$ cat config.mk
export PLATFORM = sky130hd
export DESIGN_NAME = imem_loader_flat
export DESIGN_NICKNAME = d
export VERILOG_FILES = /design/src/rtl/imem_loader_if.sv /design/src/rtl/imem_loader.sv /design/src/flat_wrapper.sv
export SDC_FILE = /design/constraint.sdc
export NUM_CORES = 1
export LEC_CHECK = 0
export ABC_AREA = 1
export ABC_CLOCK_PERIOD_IN_PS = 8100
export BUFFER_PORTS_ARGS = -buffer_cell sky130_fd_sc_hd__buf_2
export CAP_MARGIN = 40
export CORE_MARGIN = 3
export CORE_UTILIZATION = 45
export DETAILED_ROUTE_END_ITERATION = 8
export SYNTH_ARGS = -nofsm -noshare
export SYNTH_HDL_FRONTEND = slang
export SYNTH_SLANG_ARGS = --single-unit
$ cat constraint.sdc
create_clock -name clk -period 8.1 [get_ports clk]
set_input_delay 0.81 -clock clk [delete_from_list [all_inputs] [get_ports clk]]
set_output_delay 0.81 -clock clk [all_outputs]
set_load 0.05 [all_outputs]
$ cat src/rtl/imem_loader_if.sv
// imem_loader bus bundle: byte stream in (valid/ready) and instruction-memory
// write port out. The loader uses the slave modport; the stream source / memory
// model side uses master.
interface imem_loader_if #(
   parameter int ADDR_WIDTH = 8
);
   logic [7:0]            in_data;
   logic                  in_valid;
   logic                  in_ready;
   logic                  imem_we;
   logic [ADDR_WIDTH-1:0] imem_addr;
   logic [31:0]           imem_wdata;

   modport master (
      output in_data, in_valid,
      input  in_ready, imem_we, imem_addr, imem_wdata
   );

   modport slave (
      input  in_data, in_valid,
      output in_ready, imem_we, imem_addr, imem_wdata
   );
endinterface

$ cat src/rtl/imem_loader.sv
// imem_loader: boot-time program loader. Takes a framed byte stream
// (count lo, count hi, 4*count little-endian data bytes, optional checksum)
// and writes consecutive instruction-memory words, holding the core in reset
// until the image is complete.
// Optional feature macro: LOADER_CHECKSUM_EN adds a trailing XOR checksum byte
// and the CHECK state; without it FLUSH / empty frames go straight to DONE.
module imem_loader #(
   parameter int ADDR_WIDTH = 8
) (
   input  logic         clk,
   input  logic         reset,
   input  logic         reload,
   imem_loader_if.slave bus,
   output logic         core_reset,
   output logic         done,
   output logic         error
);

   typedef enum logic [2:0] {
      IDLE,
      LEN_HI,
      DATA,
      FLUSH,
`ifdef LOADER_CHECKSUM_EN
      CHECK,
`endif
      DONE,
      ERROR
   } state_t;

   // Largest legal word count is the full memory, so the compare needs 17 bits.
   localparam logic [16:0]         CAP     = 17'd1 << ADDR_WIDTH;
   localparam logic [ADDR_WIDTH:0] IDX_ONE = 1;

   state_t                state, state_n;
   logic [7:0]            len_lo;
   logic [15:0]           count;
   logic [ADDR_WIDTH:0]   widx;     // one extra bit so a full-memory frame never wraps
   logic [1:0]            bcnt;
   logic [23:0]           shreg;
   logic                  we_q;
   logic [ADDR_WIDTH-1:0] addr_q;
   logic [31:0]           wdata_q;
`ifdef LOADER_CHECKSUM_EN
   logic [7:0]            csum;
`endif

   logic        xfer;
   logic [15:0] len_full;
   logic        byte_last;
   logic        last_word;

   assign xfer      = bus.in_valid && bus.in_ready;
   assign len_full  = {bus.in_data, len_lo};
   assign byte_last = (bcnt == 2'd3);
   assign last_word = (16'(widx) == count - 16'd1);

   assign bus.imem_we    = we_q;
   assign bus.imem_addr  = addr_q;
   assign bus.imem_wdata = wdata_q;

   assign core_reset = (state != DONE);
   assign done       = (state == DONE);
   assign error      = (state == ERROR);

   // Stream is accepted only in the byte-consuming states.
   always_comb begin
      bus.in_ready = 1'b0;
      case (state)
         IDLE, LEN_HI, DATA:  bus.in_ready = 1'b1;
`ifdef LOADER_CHECKSUM_EN
         CHECK:               bus.in_ready = 1'b1;
`endif
         default:             bus.in_ready = 1'b0;
      endcase
   end

   // State register.
   always_ff @(posedge clk or posedge reset) begin
      if (reset) state <= IDLE;
      else       state <= state_n;
   end

   // Next-state logic; reload overrides everything, including a same-cycle byte.
   always_comb begin
      state_n = state;
      case (state)
         IDLE:   if (xfer) state_n = LEN_HI;
         LEN_HI: if (xfer) begin
            if ({1'b0, len_full} > CAP) state_n = ERROR;
`ifdef LOADER_CHECKSUM_EN
            else if (len_full == 16'd0) state_n = CHECK;
`else
            else if (len_full == 16'd0) state_n = DONE;
`endif
            else                        state_n = DATA;
         end
         DATA:   if (xfer && byte_last && last_word) state_n = FLUSH;
`ifdef LOADER_CHECKSUM_EN
         FLUSH:  state_n = CHECK;
         CHECK:  if (xfer) state_n = (bus.in_data == csum) ? DONE : ERROR;
`else
         FLUSH:  state_n = DONE;
`endif
         default: ;
      endcase
      if (reload) state_n = IDLE;
   end

   // Datapath: length capture, word assembly, registered write strobe.
   always_ff @(posedge clk or posedge reset) begin
      if (reset) begin
         len_lo  <= '0;
         count   <= '0;
         widx    <= '0;
         bcnt    <= '0;
         shreg   <= '0;
         we_q    <= 1'b0;
         addr_q  <= '0;
         wdata_q <= '0;
`ifdef LOADER_CHECKSUM_EN
         csum    <= '0;
`endif
      end else begin
         we_q <= 1'b0;
         if (reload) begin
            // Dropping we_q here cancels a write the 4th byte would have scheduled.
            len_lo <= '0;
            count  <= '0;
            widx   <= '0;
            bcnt   <= '0;
            shreg  <= '0;
`ifdef LOADER_CHECKSUM_EN
            csum   <= '0;
`endif
         end else begin
            case (state)
               IDLE: begin
                  widx <= '0;
                  bcnt <= '0;
`ifdef LOADER_CHECKSUM_EN
                  csum <= '0;
`endif
                  if (xfer) len_lo <= bus.in_data;
               end
               LEN_HI: if (xfer) count <= len_full;
               DATA: if (xfer) begin
                  bcnt <= bcnt + 2'd1;
`ifdef LOADER_CHECKSUM_EN
                  csum <= csum ^ bus.in_data;
`endif
                  if (byte_last) begin
                     we_q    <= 1'b1;
                     addr_q  <= widx[ADDR_WIDTH-1:0];
                     wdata_q <= {bus.in_data, shreg};
                     widx    <= widx + IDX_ONE;
                  end else begin
                     // First byte ends up in bits 7:0 after three shifts.
                     shreg <= {bus.in_data, shreg[23:8]};
                  end
               end
               default: ;
            endcase
         end
      end
   end

endmodule

$ cat src/flat_wrapper.sv
// flat-port wrapper written by rule: the top's interface ports become plain ports
module imem_loader_flat 
#(
   parameter int ADDR_WIDTH = 8
)
  (clk, reset, reload, core_reset, done, error, bus_in_data, bus_in_valid, bus_in_ready, bus_imem_we, bus_imem_addr, bus_imem_wdata);
  imem_loader_if #(.ADDR_WIDTH(ADDR_WIDTH)) bus_i ();
  input  logic clk;
  input  logic reset;
  input  logic reload;
  output logic core_reset;
  output logic done;
  output logic error;
  input wire logic [$bits(bus_i.in_data)-1:0] bus_in_data;
  input wire logic [$bits(bus_i.in_valid)-1:0] bus_in_valid;
  output wire logic [$bits(bus_i.in_ready)-1:0] bus_in_ready;
  output wire logic [$bits(bus_i.imem_we)-1:0] bus_imem_we;
  output wire logic [$bits(bus_i.imem_addr)-1:0] bus_imem_addr;
  output wire logic [$bits(bus_i.imem_wdata)-1:0] bus_imem_wdata;
  assign bus_i.in_data = bus_in_data;
  assign bus_i.in_valid = bus_in_valid;
  assign bus_in_ready = bus_i.in_ready;
  assign bus_imem_we = bus_i.imem_we;
  assign bus_imem_addr = bus_i.imem_addr;
  assign bus_imem_wdata = bus_i.imem_wdata;
  imem_loader #(.ADDR_WIDTH(ADDR_WIDTH)) u_core (.clk(clk), .reset(reset), .reload(reload), .bus(bus_i), .core_reset(core_reset), .done(done), .error(error));
endmodule
### After elaboration in Yosys (flattened, before gate mapping)

Cells that the tools add are included.

| storage, ports and cells | value |
|---|---|
| register bits | 103 |
| word-level logic and storage cells | 76 |
| output and inout bits | 45 |
| bits of input ports | 12 |

| cells by class | value |
|---|---|
| add/subtract/negate cells | 3 |
| reductions and logical operators | 19 |
| order comparisons | 1 |
| mux-type cells | 29 |
| eq/ne operators | 14 |
| bitwise logic cells | 1 |

Operators with widths:

| kind | number |
|---|---|
| 2-to-1 mux 24 bit | 4 |
| 2-to-1 mux 16 bit | 3 |
| 2-to-1 mux 9 bit | 3 |
| 2-to-1 mux 8 bit | 3 |
| 2-to-1 mux 3 bit | 6 |
| case mux 9 bit (2 select lines) | 1 |
| equality test 9 x 16 -> 1 bit | 1 |
| greater-than comparator 16 x 9 -> 1 bit (second input constant) | 1 |
| zero test 16 bit | 1 |
| subtractor 16 x 1 -> 16 bit (second input constant) | 1 |
| != test 3 x 2 -> 1 bit (second input constant) | 5 |
| case mux 3 bit (4 select lines) | 1 |
| adder 9 x 1 -> 9 bit (second input constant) | 1 |
| AND reduction 4 bit | 2 |
| nonzero test 2 bit | 4 |
| equality test 3 x 2 -> 1 bit (second input constant) | 2 |
| equality test 3 bit (second input constant) | 2 |
| AND reduction 2 bit | 3 |
| AND reduction 3 bit | 2 |
| 2-to-1 mux 1 bit | 5 |
| nonzero test 5 bit | 1 |
| 2-to-1 mux 2 bit | 2 |
| case mux 2 bit (2 select lines) | 1 |
| equality test 3 x 1 -> 1 bit (second input constant) | 1 |
| 9 further kinds | 11 |

### Longest topological paths before layout

Gate-level depths: netlist of the first run.

| logic depth | value |
|---|---|
| depth in word-level cells | 9 |
| mapped depth | 16 |
| depth with buffers taken out | 16 |

### Worst setup path before layout of the first run

OpenSTA, ideal clock, no wires.

| path | value |
|---|---|
| path type | register to output |
| from | register u_core.state[1] |
| to | output port core_reset |
| stages on the path, launching flop included | 3 |
| arrival | 2162 ps |
| required time | 7290 ps |
| path buffers | 0 |
| setup slack | 5128 ps |
| cell sequence | dfrtp_1 nor3_1 inv_1 |

| between the ends | value |
|---|---|
| longest elaborated chain between the ends | 1 |

RTL lines:

| item | line | RTL |
|---|---|---|
| start, declared | imem_loader.sv:35 | `state_t state, state_n;` |
| start signal, assigned | imem_loader.sv:81 | `else state <= state_n;` |
| != test 3 bit | imem_loader.sv:62 | `assign core_reset = (state != DONE);` |
| end, declared | flat_wrapper.sv:11 | `output logic core_reset;` |

Every way passes these cells.

### Worst setup path after layout of the first run

| path | value |
|---|---|
| from | input port reload |
| to | register u_core.wdata_q[31] (netlist: u_core.bus.imem_wdata[31]) |

| between the ends | value |
|---|---|
| longest elaborated chain between the ends | 2 |

RTL lines:

| item | line | RTL |
|---|---|---|
| start, declared | flat_wrapper.sv:10 | `input logic reload;` |
| NOT 1 bit (no line) | n/a |  |
| AND reduction 4 bit (no line) | n/a |  |
| end signal, assigned | imem_loader.sv:155 | `wdata_q <= {bus.in_data, shreg};` |
| end, declared | imem_loader.sv:43 | `logic [31:0] wdata_q;` |

Every way passes these cells.
A chain may end at the register's enable or synchronous reset.

==> impl_metrics.toml, run 1 <==
[layout]
antenna_cells = 0
final_cell_mix = "nand2_1 (141), dfrtp_1 (103), inv_1 (70), buf_2 (56)"
fin_area_um2 = 5350
final_nets = 632
layout-area-overhead-vs-synth_pct = 13.4
mostFrequentLayoutCell = "nand2_1"
drive_gt1_share_pct = 15.1

[power_and_ir_drop]
power_density_nw_per_um2 = 185
power.leakage_uw = 0.00273
vdd_ir_drop_max_mv = 0.122

[routing]
drc = 0
wire_per_inst_um = 14.1
drtIter0Drc = 180
drt_first_pass_iters = 4
finalWirelength_mm = 10.7
post_drt_via_cell_ratio = 5.06
vias = 3818
postRouteAntennaNets = 0

[worst_setup_path]
cp-endpoint = "u_core.bus.imem_wdata[31]"
crit_fanout = 60
path_cells = "buf_2, inv_1, buf_8, nand2_2, nor2_2, inv_2, buf_12, nand2_1, o21ai_1"
max_stage_delay_ns = 0.39
end_kind = "flop"
crit_slowest_cell = "nor2_2"
r2r_slack_ns = 6.01
critPathLaunch = "reload"
r2r-end = "u_core.bus.imem_wdata[31]"
crit_required_ns = 8.36
ff2ff_path_depth = 9
reg2reg_from = "u_core.state[2]"
start_kind = "primary input"
worstPathArrival_ns = 2.73
criticalPathCategory = "primary input to flop"

[timing]
tightest_slew_ns = 0.768
clock.fmax_mhz = 405
finClkSkew_ns = 0.00721
fin_crit_ns = 2.47
slew_headroom_pct = 48.6
hold_violations = 0
setup_violations = 0
setup_tns_ns = 0
rsz0062_at_grt = "no"
fin_crit_sh_pct = 30.5
final_max_slew_viol_count = 0

[clock_network]
clock_path_buffers = 2
cts_inserted_buffers = 9
htreeDepth = 3
path_clk_slew_ns = 0.10
clk_latency_ns = 0.37
cts_resized = 0
postCtsSetupBuffers = 0
tritoncts = "yes"
cts_root_buffer = "clkbuf_8"
clock-sinks = 103
cts_hold_buf = 0

[grt]
grt_pass1_vias = 3705
grt_max_degree = 61
grt_pass1_wl_mm = 18.1
grtUsageMet3_pct = 3.94
use_met2_pct = 31.8
grt_busiest_layer = "met2"
grt_overflow = 0
antenna_found_initial = 0
grt_usage_pct = 19.7
use_met1_pct = 26.5

[synth]
syn_inst = 565
netlist_area_um2 = 4710
synth_seq_cells = 103
yosysUniqueCellTypes = 30
synth_top_area_share_pct = 54.7
yosysTopAreaCell = "dfrtp_1"
syn_avg_cell_area_um2 = 8.34
ys_seq_area_share_pct = 54.7
ys_warn_count = 0
syn_nets = 580
yosys-top-cells-area = "dfrtp_1 (55%), nand2_1 (11%), inv_1 (5.7%)"

[place]
gp_congestion = 0.836
hpwlAfterDp_mm = 7.87
port_buffers = 56
place_area_um2 = 5140

[floorplanning]
num_rows = 36
start_util_pct = 47.1
die-area_um2 = 11700
dieHeight_um = 108
ios = 57
coreArea_um2 = 10000
die_w_um = 108

[run]
maxCapViolCount = 0

[outcome]
status = "finished, final reports clean"

[min_path]
min_path_type = "primary input to async pin"
==> sequential cells by signal, indices dropped and copies added, names as in the netlist <==
name	count
u_core.bus.imem_we	1
u_core.widx	9
u_core.bus.imem_wdata	32
u_core.shreg	24
u_core.bcnt	2
u_core.len_lo	8
u_core.count	16
u_core.bus.imem_addr	8
u_core.state	3
==> per-layer routing <==
metal  vias up  share of wire (%)  wire length, µm
li1       1936                  -                -
met1      1800                 47             5050
met2        69                 48             5120
met3        13                3.7              390
met4         0                1.2              131
met5         -                  0                0
==> Yosys cell counts <==
cell      instances
nand2_1         141
dfrtp_1         103
inv_1            71
nand3_1          41
o21ai_0          41
nor2_1           39
o21ai_1          31
a21oi_1          15
o22ai_1          13
buf_2            11
o31ai_1           8
nor3_1            7
clkbuf_1          6
nand4_1           6
nand2_2           5
inv_2             4
ha_1              3
nor2_2            3
xor2_1            3
buf_4             2
nor3b_1           2
o21a_1            2
a31oi_1           1
buf_6             1
mux2_2            1
nor2_4            1
nor3_4            1
o21ai_2           1
o21ai_4           1
or2_1             1
==> worst max-delay path: cells and delay by family <==
| family | cells | cell delay [ns] |
|---|---|---|
| compound gates | 1 | 0.06 |
| buf+inv | 5 | 1.21 |
| simple gates | 3 | 0.59 |
==> worst min-delay path by stage <==
stage | from | end | slack [ns]
floorplan | u_core.shreg[0] | u_core.bus.imem_wdata[0] | 0.44
global placement | u_core.bus.imem_wdata[6] | u_core.bus.imem_wdata[6] | 0.45
detailed placement | u_core.bus.imem_wdata[2] | u_core.bus.imem_wdata[2] | 0.46
CTS | reset | u_core.bus.imem_wdata[19] | 0.40
global route | reset | u_core.bus.imem_wdata[19] | 0.41
finish | reset | u_core.bus.imem_wdata[19] | 0.41
==> stage by stage <==
stage               power, µW  cells  hold slack, ns  worst slack [ns]  util, %
finish                    991    755           0.406              5.63     53.5
global route             1040    755           0.408              5.38     53.5
CTS                      1000    755           0.404              5.61     53.5
detailed placement        666    739           0.458              5.20     51.4
global placement          661    736           0.454              4.84     50.7
floorplan                 634    565           0.444              4.59        -
==> power breakdown <==
group	internal (µW)	leakage, µW	switching, µW	total (µW)
registers	525	0.00143	10.6	536
logic	34.8	0.00120	84.4	119
clock network	148	0.0000974	188	336
total	708	0.00273	283	991
==> logic make-up (layout without fill, tap and decap cells) <==
group	after synthesis	count (layout)	synth area share, %
compound gates	113	113	13.2
xor+xnor	3	3	0.558
fa+ha+maj	3	3	0.796
buf+inv	95	152	8.18
flops	103	103	54.7
mux	1	1	0.239
simple gates	247	247	22.3
==> area by class of cell <==
type | count | area [µm²]
Inverter | 75 | 284
Clock buffer | 10 | 128
Tap cell | 133 | 166
Clock inverter | 6 | 81.3
Fill cell | 1006 | 4650
Timing Repair Buffer | 61 | 358
Multi-Input combinational cell | 367 | 1750
Sequential cell | 103 | 2580
No activity file was read; power rests on OpenSTA's default activity.
==> inputs of run 2 (changes only) <==
Settings changed: ABC_CLOCK_PERIOD_IN_PS 8100 to 2100, PLACE_DENSITY set to 0.67.
Clock period 8.1 ns to 2.1 ns, I/O delays scaled along.
==> impl_metrics.toml, run 2 (synthesized netlist as in run 1, its figures left out) <==
[worst_setup_path]
crit_fanout = 4
criticalPathCategory = "flop to flop"
crit_required_ns = 2.36
ff2ff_path_depth = 13
worstPathArrival_ns = 2.21
start_kind = "flop"
end_kind = "flop"

[layout]
final_nets = 637
drive_gt1_share_pct = 15.9
layout-area-overhead-vs-synth_pct = 13.6
antenna_cells = 0
final_cell_mix = "nand2_1 (141), dfrtp_1 (103), inv_1 (70), buf_2 (56), nand3_1 (41)"
fin_cells = 760
largest_reg_flops = 32
mostFrequentLayoutCell = "nand2_1"

[place]
hpwlAfterDp_mm = 7.98
placedCellCount = 743
gp_congestion = 0.878
port_buffers = 56

[floorplanning]
die_w_um = 108
ios = 57
start_util_pct = 47.1
die-area_um2 = 11700
dieHeight_um = 108
coreArea_um2 = 10000
num_rows = 36

[min_path]
hold_path_depth = 3
min_path_type = "primary input to flop"

[grt]
grt_pass1_vias = 3755
use_met2_pct = 31.7
grtUsageMet3_pct = 4.18
use_met1_pct = 26.8
grt_max_degree = 57
grt_pass1_wl_mm = 18.2
antenna_found_initial = 0
grt_overflow = 0
grt_usage_pct = 19.7
grt_busiest_layer = "met2"

[timing]
setup_tns_ns = 0
finClkSkew_ns = 0.00932
tightest_slew_ns = 0.501
slew_headroom_pct = 66.5
rsz0062_at_grt = "no"
fin_crit_sh_pct = 93.0
final_max_slew_viol_count = 0
fin_crit_ns = 1.95
setup_violations = 0
clock.fmax_mhz = 512
hold_violations = 0

[routing]
postRouteAntennaNets = 0
post_drt_via_cell_ratio = 5.11
wire_per_inst_um = 14.1
drt_first_pass_iters = 4
vias = 3886
drtIter0Drc = 203
finalWirelength_mm = 10.7
drc = 0

[clock_network]
cts_root_buffer = "clkbuf_8"
clock_path_buffers = 2
cts_inserted_buffers = 9
tritoncts = "yes"
postCtsSetupBuffers = 0
clk_latency_ns = 0.36
clock-sinks = 103
path_clk_slew_ns = 0.10
htreeDepth = 3

[power_and_ir_drop]
power_density_nw_per_um2 = 686
vdd_ir_drop_max_mv = 0.394
power.leakage_uw = 0.00273

[run]
maxCapViolCount = 0

[outcome]
status = "finished, final reports clean"
[run 2: per-layer routing]
metal	part of all wire [%]	routed length [µm]
met5	0	0
met4	2.6	276
met3	3.5	370
met2	48	5130
met1	46	4950
[run 2: what timing repair did]
action	CTS	global route
gates resized for setup	0	2
endpoints found under the hold margin	18	0
hold buffers	1	0
endpoints found under the setup margin	0	2
[run 2: power by group]
part	internal (µW)	total (µW)	switching (µW)
logic	140	470	330
registers	2030	2070	44.8
clock network	438	1130	696
total	2600	3680	1070
[run 2: per-stage QoR]
step | util, % | setup WS (ns) | hold slack (ns) | total power [µW] | instance area (µm²)
final | 53.6 | 0.147 | 0.103 | 3680 | 5360
after global routing | 53.6 | 0.0196 | 0.118 | 3850 | 5360
after CTS | 53.5 | 0.120 | 0.0929 | 3690 | 5350
after detailed placement | 51.7 | 0.129 | 0.262 | 2580 | 5170
after global placement | 51.7 | 0.305 | 0.256 | 2560 | 5170
after floorplan | - | 0.291 | 0.357 | 2450 | 4720
[run 2: critical path: stages (launching register included)]
cell	delay, ns
dfrtp_1	0.39
inv_1	0.09
ha_2	0.21
nand2_1	0.07
nor2_1	0.16
nand2_1	0.11
o21ai_1	0.17
nand3_1	0.11
nor2_1	0.12
nand3_1	0.13
nand2_2	0.12
nand2_1	0.06
nand2_1	0.06
nand2_1	0.05
[run 2: area by class of cell]
cell class / instances / area (µm²)
inverter: 75 / 285
clock buffer: 10 / 128
clock inverter: 6 / 45.0
tap: 133 / 166
multi-input combinational: 367 / 1760
sequential: 103 / 2580
timing repair buffer: 66 / 395
fill: 975 / 4640
[run 2: worst paths after layout]
check	start	endpoint	slack, ns
min reg2reg	u_core.bus.imem_wdata[3]	u_core.bus.imem_wdata[3]	0.48
min in group asynchronous	reset	u_core.bus.imem_wdata[27]	0.41
min	bus_in_data[4]	u_core.count[12]	0.10
max in group asynchronous	reset	u_core.count[3]	1.12
max	u_core.count[0]	u_core.state[1]	0.15
max reg2reg	u_core.count[0]	u_core.state[1]	0.15
